### src/rtl/alu_ctrl_pkg.sv
// Shared ALU_CONTROL codes and decode helpers for the RV32M multiply/divide unit.
// ALU control and muldiv_unit both use these codes.
package alu_ctrl_pkg;

  localparam logic [4:0] ALU_MUL     = 5'b01010;
  localparam logic [4:0] ALU_MULH    = 5'b01011;
  localparam logic [4:0] ALU_MULHSU  = 5'b01100;
  localparam logic [4:0] ALU_MULHU   = 5'b01101;
  localparam logic [4:0] ALU_DIV     = 5'b01110;
  localparam logic [4:0] ALU_DIVU    = 5'b01111;
  localparam logic [4:0] ALU_REM     = 5'b10000;
  localparam logic [4:0] ALU_REMU    = 5'b10001;
  localparam logic [4:0] ALU_INVALID = 5'b11111;

  // Per-operation control derived from the code at acceptance
  typedef struct packed {
    logic is_div;   // divide family (otherwise multiply)
    logic is_rem;   // remainder result (divide family only)
    logic high;     // upper half of the product (multiply family only)
    logic sign1;    // DATA1 interpreted as signed
    logic sign2;    // DATA2 interpreted as signed
  } md_op_t;

  function automatic logic is_muldiv(input logic [4:0] code);
    return (code >= ALU_MUL) && (code <= ALU_REMU);
  endfunction

  function automatic md_op_t decode_op(input logic [4:0] code);
    md_op_t op;
    op = '0;
    case (code)
      ALU_MUL:    begin op.sign1 = 1'b1; op.sign2 = 1'b1; end
      ALU_MULH:   begin op.high = 1'b1; op.sign1 = 1'b1; op.sign2 = 1'b1; end
      ALU_MULHSU: begin op.high = 1'b1; op.sign1 = 1'b1; end
      ALU_MULHU:  begin op.high = 1'b1; end
      ALU_DIV:    begin op.is_div = 1'b1; op.sign1 = 1'b1; op.sign2 = 1'b1; end
      ALU_DIVU:   begin op.is_div = 1'b1; end
      ALU_REM:    begin op.is_div = 1'b1; op.is_rem = 1'b1; op.sign1 = 1'b1; op.sign2 = 1'b1; end
      ALU_REMU:   begin op.is_div = 1'b1; op.is_rem = 1'b1; end
      default:    op = '0;
    endcase
    return op;
  endfunction

endpackage

### src/rtl/muldiv_step.sv
// One iteration of the multiply/divide datapath on magnitudes.
// Multiply: acc = {high, multiplier}; conditionally add the multiplicand to the high half, shift right.
// Divide:   acc = {remainder, quotient}; shift left, trial-subtract the divisor, keep if no borrow.
module muldiv_step #(
  parameter int XLEN = 32
) (
  input  logic              is_div,
  input  logic [2*XLEN-1:0] acc,
  input  logic [XLEN-1:0]   operand,
  output logic [2*XLEN-1:0] acc_next
);

  logic [XLEN:0] add_sum;
  logic [XLEN:0] top;
  logic [XLEN:0] diff;

  // Compute the next accumulator for either the add-shift or the subtract-compare-shift step
  always_comb begin
    add_sum = {1'b0, acc[2*XLEN-1:XLEN]} + (acc[0] ? {1'b0, operand} : {(XLEN+1){1'b0}});
    top     = acc[2*XLEN-1:XLEN-1];
    diff    = top - {1'b0, operand};
    if (is_div) begin
      if (!diff[XLEN]) acc_next = {diff[XLEN-1:0], acc[XLEN-2:0], 1'b1};
      else             acc_next = {acc[2*XLEN-2:0], 1'b0};
    end else begin
      acc_next = {add_sum, acc[XLEN-1:1]};
    end
  end

endmodule

### src/rtl/muldiv_unit.sv
// Iterative RV32M multiply/divide unit with a START/BUSY/DONE handshake.
// Optional macro MULDIV_FAST_MUL_EN: multiply family uses a single-cycle product and skips CALC.
module muldiv_unit
  import alu_ctrl_pkg::*;
#(
  parameter int XLEN = 32
) (
  input  logic            CLK,
  input  logic            RESET_N,
  input  logic            START,
  input  logic [4:0]      ALU_CONTROL,
  input  logic [XLEN-1:0] DATA1,
  input  logic [XLEN-1:0] DATA2,
  input  logic            FLUSH,
  output logic [XLEN-1:0] RESULT,
  output logic            BUSY,
  output logic            DONE
);

  localparam int CW = $clog2(XLEN);

  typedef enum logic [1:0] {ST_IDLE, ST_CALC, ST_FIX, ST_DONE} state_t;

  state_t            state, state_next;
  md_op_t            dec;
  logic              accept, fast_mul;
  logic              neg_a, neg_b;
  logic [XLEN-1:0]   mag_a, mag_b;
  logic [2*XLEN-1:0] acc, acc_next;
  logic [XLEN-1:0]   operand;
  logic [CW-1:0]     count;
  logic              is_div, is_rem, high, neg1, neg2;
  logic [2*XLEN-1:0] prod_mag, prod_res;
  logic [XLEN-1:0]   quo, rem, fix_result;

  // Decode the request and form operand magnitudes and sign flags
  always_comb begin
    dec    = decode_op(ALU_CONTROL);
    neg_a  = dec.sign1 & DATA1[XLEN-1];
    neg_b  = dec.sign2 & DATA2[XLEN-1];
    mag_a  = neg_a ? -DATA1 : DATA1;
    mag_b  = neg_b ? -DATA2 : DATA2;
    accept = START && !FLUSH && (state == ST_IDLE || state == ST_DONE) && is_muldiv(ALU_CONTROL);
`ifdef MULDIV_FAST_MUL_EN
    fast_mul = !dec.is_div;
`else
    fast_mul = 1'b0;
`endif
  end

  // State register
  always_ff @(posedge CLK or negedge RESET_N) begin
    if (!RESET_N) state <= ST_IDLE;
    else          state <= state_next;
  end

  // Next-state logic; FLUSH overrides everything
  always_comb begin
    state_next = state;
    case (state)
      ST_IDLE, ST_DONE: begin
        if (accept) state_next = fast_mul ? ST_FIX : ST_CALC;
        else        state_next = ST_IDLE;
      end
      ST_CALC: if (count == '0) state_next = ST_FIX;
      ST_FIX:  state_next = ST_DONE;
      default: state_next = ST_IDLE;
    endcase
    if (FLUSH) state_next = ST_IDLE;
  end

  // Handshake outputs decoded from state
  always_comb begin
    BUSY = (state == ST_CALC) || (state == ST_FIX);
    DONE = (state == ST_DONE);
  end

  muldiv_step #(.XLEN(XLEN)) u_step (
    .is_div   (is_div),
    .acc      (acc),
    .operand  (operand),
    .acc_next (acc_next)
  );

  // Sign correction and half selection applied in FIX
  always_comb begin
`ifdef MULDIV_FAST_MUL_EN
    prod_mag = {{XLEN{1'b0}}, operand} * {{XLEN{1'b0}}, acc[XLEN-1:0]};
`else
    prod_mag = acc;
`endif
    prod_res = (neg1 ^ neg2) ? -prod_mag : prod_mag;
    quo      = acc[XLEN-1:0];
    rem      = acc[2*XLEN-1:XLEN];
    if (!is_div)             fix_result = high ? prod_res[2*XLEN-1:XLEN] : prod_res[XLEN-1:0];
    else if (is_rem)         fix_result = neg1 ? -rem : rem;
    else if (operand == '0)  fix_result = '1;
    else                     fix_result = (neg1 ^ neg2) ? -quo : quo;
  end

  // Operand capture at acceptance, iteration in CALC, result register in FIX
  always_ff @(posedge CLK or negedge RESET_N) begin
    if (!RESET_N) begin
      acc     <= '0;
      operand <= '0;
      count   <= '0;
      is_div  <= 1'b0;
      is_rem  <= 1'b0;
      high    <= 1'b0;
      neg1    <= 1'b0;
      neg2    <= 1'b0;
      RESULT  <= '0;
    end else begin
      if (accept) begin
        is_div <= dec.is_div;
        is_rem <= dec.is_rem;
        high   <= dec.high;
        neg1   <= neg_a;
        neg2   <= neg_b;
        count  <= CW'(XLEN-1);
        if (dec.is_div) begin
          acc     <= {{XLEN{1'b0}}, mag_a};
          operand <= mag_b;
        end else begin
          acc     <= {{XLEN{1'b0}}, mag_b};
          operand <= mag_a;
        end
      end else if (state == ST_CALC) begin
        acc <= acc_next;
        if (count != '0) count <= count - CW'(1);
      end
      if (state == ST_FIX && !FLUSH) RESULT <= fix_result;
    end
  end

endmodule

### config.mk
export PLATFORM = sky130hd
export DESIGN_NAME = muldiv_unit
export DESIGN_NICKNAME = d
export VERILOG_FILES = /design/src/rtl/alu_ctrl_pkg.sv /design/src/rtl/muldiv_step.sv /design/src/rtl/muldiv_unit.sv
export SDC_FILE = /design/constraint.sdc
export NUM_CORES = 1
export LEC_CHECK = 0
export BUFFER_PORTS_ARGS = -buffer_cell sky130_fd_sc_hd__buf_2
export CORE_MARGIN = 5
export CORE_UTILIZATION = 41
export CTS_CLUSTER_SIZE = 8
export DETAILED_ROUTE_END_ITERATION = 6
export PLACE_DENSITY = 0.6
export SLEW_MARGIN = 20
export SYNTH_ARGS = -nofsm -noshare
export SYNTH_HDL_FRONTEND = slang
export SYNTH_SLANG_ARGS = --single-unit
### constraint.sdc
create_clock -name CLK -period 4.6 [get_ports CLK]
set_clock_uncertainty 0.15 [all_clocks]
set_input_delay 1.38 -clock CLK [delete_from_list [all_inputs] [get_ports CLK]]
set_output_delay 1.38 -clock CLK [all_outputs]
set_load 0.005 [all_outputs]
; ---- Word level (Yosys, flattened, before mapping)
; Cells that the tools add are included.
[totals]
latch_bits = 0
romBits = 0
mem_bits_rw = 0
reg_bits = 140
input_bits = 73
out_inout_bits = 34
n_memories = 0
wordCells = 84
[op_classes]
n_bitwise = 3
eq_ne = 12
mul = 0
n_mux = 28
order_cmp = 2
div = 0
addsub = 8
n_reduce_logical = 21
shift = 0
[op_table]
columns = cell, count
row1 = $mux 32, 11
row2 = $mux 64, 5
row3 = $neg 32->32, 4
row4 = $neg 64->64, 1
row5 = $add 32x33->33, 1
row6 = $sub 33x32->33, 1
row7 = $logic_not 32->1, 1
row8 = $eq 5x4->1 const B, 6
row9 = $mux 5, 3
row10 = $eq 5x5->1 const B, 2
row11 = $reduce_or 4->1, 2
row12 = $mux 1, 6
row13 = $pmux 2 s3, 1
row14 = $ge 5x4->1 const B, 1
row15 = $le 5x5->1 const B, 1
row16 = $logic_and 1x1->1, 5
row17 = $logic_not 5->1, 1
row18 = $reduce_bool 5->1, 1
row19 = $reduce_or 5->1, 1
row20 = $sub 5x1->5 const B, 1
row21 = $eq 2x2->1 const B, 2
row22 = $mux 2, 2
row23 = $reduce_bool 2->1, 2
row24 = $reduce_or 2->1, 2
row25 = other kinds (9), 11

; ---- Longest topological paths before layout
[depth]
word_depth = 7
ltp_mapped = 15
ltp_nobuf = 14

; ---- By module
; A second synthesis with hierarchy kept.
[unflattened]
cells_unflattened = 2005
area_unflattened_um2 = 15872.7
[modules_own_cells]
columns = mod, area_each_um2, cells_each, instances, seq_area_each_um2
row1 = muldiv_unit, 11051.8, 1317, 1, 3503.4
row2 = muldiv_step, 4820.9, 688, 1, 0.0

; ---- Worst setup path before layout
; No wires, ideal clock.
[synth_timing]
path_type = input port to flip-flop
from = in DATA1[12]
to = reg operand[28]
arrival_ps = 3746
n_path_buf = 0
path_slack_ps = 575
required_time_ps = 4321
setup_ps = 129
cell_stages = 10
cell_sequence = or4_4 nor4_4 nand3_1 or4_1 or3_4 o31ai_2 xor2_1 nand2_1 o211ai_1 o21ai_1
[synth_between]
elab_chain_cells = 3
[synth_rtl]
columns = element, line
row1 = "start, declared", muldiv_unit.sv:12  ; input logic [XLEN-1:0] DATA1,
row2 = $neg 32->32, muldiv_unit.sv:41  ; mag_a = neg_a ? -DATA1 : DATA1;
row3 = $mux 32, muldiv_unit.sv:41
row4 = $mux 32, muldiv_unit.sv:121  ; if (dec.is_div) begin
row5 = "end signal, assigned", muldiv_unit.sv:123  ; operand <= mag_b;
row6 = "end signal, assigned", muldiv_unit.sv:126  ; operand <= mag_a;
row7 = "end, declared", muldiv_unit.sv:30  ; logic [XLEN-1:0] operand;
; No other way between the ends.
; A chain may end at the register's enable or synchronous reset.

; ---- Worst setup path in the final report
[layout_timing]
from = reg acc[31]
to = reg acc[53]
[layout_between]
elab_chain_cells = 5
[layout_rtl]
columns = element, line
row1 = "start, declared", muldiv_unit.sv:29  ; logic [2*XLEN-1:0] acc, acc_next;
row2 = "start signal, assigned", muldiv_unit.sv:122  ; acc <= {{XLEN{1'b0}}, mag_a};
row3 = "start signal, assigned", muldiv_unit.sv:125  ; acc <= {{XLEN{1'b0}}, mag_b};
row4 = "start signal, assigned", muldiv_unit.sv:129  ; acc <= acc_next;
row5 = $sub 33x32->33, muldiv_step.sv:21  ; diff = top - {1'b0, operand};
row6 = $mux 64, muldiv_step.sv:23  ; if (!diff[XLEN]) acc_next = {diff[XLEN-1:0], acc[XLEN-2:0], 1'b1};
row7 = $mux 64, muldiv_step.sv:22  ; if (is_div) begin
row8 = $mux 64, muldiv_unit.sv:128  ; end else if (state == ST_CALC) begin
row9 = $mux 64, muldiv_unit.sv:114  ; if (accept) begin
; No other way between the ends. The select of a mux whose other input is x is not followed.

==> run metrics <==
Post-synth EDFFs 0; total track usage between 20% and 30%; Synth top area share between 20% and 30%; Clk pin slew, worst setup/hold paths roughly 0.07 ns; Post-CTS Hold Buffers 0; crit path cell chain inv_1 > ha_1 > fa_1 > nand2b_1 > a21oi_1 > o211a_1 > a211oi_1 > o22ai_1 > a41oi_1 > xnor2_2 > buf_12 > mux2_2 > a21oi_1 > nor2_1; Clock Tree Root clkbuf_16; largest net degree at the start of global routing 84; unrepaired setup endpoints after global routing false; # setup viols final 0; syn nets around 2100; top post-synthesis cells by count 246 x nand2_1, 220 x o21ai_0, 162 x a21oi_1, 156 x nor2_1, 140 x dfrtp_1; Critical Path Stages 14; Warnings, synthesis 0; final hold violations 0; Detailed Route WL around 52000 µm; crit end category register; setup TNS 0 ns; Synth area leaders dfrtp_1 24%, o21ai_0 7.6%, xnor2_1 6.8%; most frequent cell after synthesis nand2_1; drt wl/cell ~21 µm; relative slew slack a little over two fifths; Top FF cell, synth dfrtp_1; CP Class reg -> reg; asr flop ratio synth 100.0%; initial antenna violation count 4; port buffer count around 110; fin nets ~2100; worst hold path type reg -> reg; Setup crit start kind register; maximum clock path buffer count 2; MaxCap Viol Count 0; area of the die about 40000 µm²; Tcrit/Tclk final about 90%; Max stage delay on crit path roughly 0.5 ns; Row Count 68; register area share after synthesis approximately a quarter; static leakage between 6 and 7 nW; worst hold stages 2; layout cells sized above 1 a little under an eighth; Worst path slowest cell dfrtp_1; post-synth top area cell dfrtp_1; Synth Cell Area roughly 14000 µm²; IO Pins between 100 and 150; CTS HTree Levels 4; WP buf/inv 2; Inserted Clock Buffers 17; Post-DP HPWL 40310 µm; DRT iter0 DRCs around 1400; grt total ovfl 0; filler cell count ~3500; Area Growth Syn to Fin 12.07%; Synth Instances 1939; global-route wire length before repair roughly 80000 µm; Pre-antenna DRT Iters 5; #FFs+latches synth 140; maximum vdd drop between 0.3 and 0.4 mV; Initial Utilization about two fifths; setup bufs post-CTS 0; Crit path max-delay family compound AO/OA/AOI/OAI gates; clk_lat worst skew 0.44 ns; R2R cell count 14; power per cell area around 680 nW/µm²; CTS tree done; vias in the first global route 13807; Worst EP required ~4.8 ns; Max Freq roughly 0.25 GHz; Die X roughly 200 µm; die height between 150 and 200 µm; routability cong. 0.9574; Most common cell on crit path a21oi_1; Arr. time, crit path 4.22 ns; worst hold slack around 0.32 ns; status completed; Max FO, Critical Path 28; syn avg cell area 7.477 µm²; max-slew violations 0; min Tclk post-route 4.034 ns; residual DRC count 0; DR vias/cell ~6.0; ANT nets after route 0; Synth cell types 76; worst-margin pin slew 0.8460 ns; via count between 10000 and 15000; core area 34710 µm²; clk sinks 140; Post-CTS Resized 0
-- stage by stage --
step	instances	total power [W]	setup slack (ns)	instance area (µm²)	utilization [%]
after floorplan	1939	0.007168	0.5751	14500	-
after global placement	2427	0.009205	0.2730	15610	44.97
after detailed placement	2427	0.009290	0.2259	15610	44.97
after CTS	2459	0.01086	0.6229	16240	46.79
after global routing	2459	0.01181	0.3227	16240	46.79
final	2461	0.01098	0.5656	16250	46.81
-- sequential cells by signal, summed over array words and instances, names as in the netlist --
register / cells
acc: 64
RESULT: 32
operand: 32
count: 5
state: 2
high: 1
is_div: 1
is_rem: 1
neg1: 1
neg2: 1
-- layer usage --
layer / vias to the layer above / global-route usage [%] / share of wire [%]
met4: 4 / 9.589 / 3.8
met3: 104 / 6.942 / 9.2
met5: - / 0 / 0.052
met1: 7011 / 37.05 / 45
met2: 667 / 37.92 / 42
li1: 7085 / - / -
-- layout make-up --
class | instances | area [µm²] | area share (%)
Inverter | 73 | 274.0 | 1.686
Clock buffer | 19 | 452.9 | 2.788
Clock inverter | 13 | 178.9 | 1.101
Multi-Input combinational cell | 1601 | 10290 | 63.31
Sequential cell | 140 | 3505 | 21.57
Antenna cell | 2 | 5.005 | 0.03080
Timing Repair Buffer | 158 | 977.2 | 6.014
Tap cell | 455 | 569.3 | 3.504
-- report_power, final --
group,switching (W),total (W),internal (W)
clock network,0.000638,0.00154,0.000898
logic,0.00413,0.00689,0.00276
registers,0.000808,0.00255,0.00174
-- cell families after synthesis --
logic type / after synthesis / share of synthesized area [%]
mux: 53 / 3.685
compound gates: 666 / 28.35
xor+xnor: 209 / 12.63
fa+ha+maj: 75 / 6.576
simple gates: 598 / 19.40
buf+inv: 198 / 5.195
flops: 140 / 24.17
-- tightest hold or removal path, delay by kind of cell (launching register included) --
family | cells | cell delay, ns
flops | 1 | 0.34
compound gates | 1 | 0.06
simple gates | 1 | 0.05
-- cell usage in the layout (no fill, tap or decap), drive strengths merged, types with 6 or more instances in the layout --
cell type,netlist,routed
o21ai,230,230
a221oi,12,12
nor2b,17,17
or4,15,15
nand4,11,11
dfrtp,140,140
and3,6,6
a22oi,19,19
or3,17,17
o21a,13,13
inv,73,79
a21o,23,23
nor4,27,27
nand2,246,246
o21bai,10,10
and2,7,7
nand2b,23,23
o22ai,9,9
o221ai,14,14
nor2,156,156
or2,10,10
mux2i,50,50
ha,73,73
o31ai,38,38
o41ai,15,15
xnor2,112,112
nor3,30,30
clkbuf,107,19
o211ai,57,57
a21oi,162,162
a31oi,25,25
nand3,17,17
a211oi,12,12
xor2,97,97
buf,18,158
-- worst paths after layout --
| kind | start | to | slack, ns |
|---|---|---|---|
| worst min-delay path | RESULT[14] | RESULT[14] | 0.32 |
| max in group asynchronous | RESET_N | acc[3] | 2.58 |
| worst min register to register | RESULT[14] | RESULT[14] | 0.32 |
| worst max-delay path | acc[31] | acc[53] | 0.57 |
| min in group asynchronous | RESET_N | RESULT[11] | 0.81 |
| worst max register to register | acc[31] | acc[53] | 0.57 |
(Power assumes the default switching activity.)
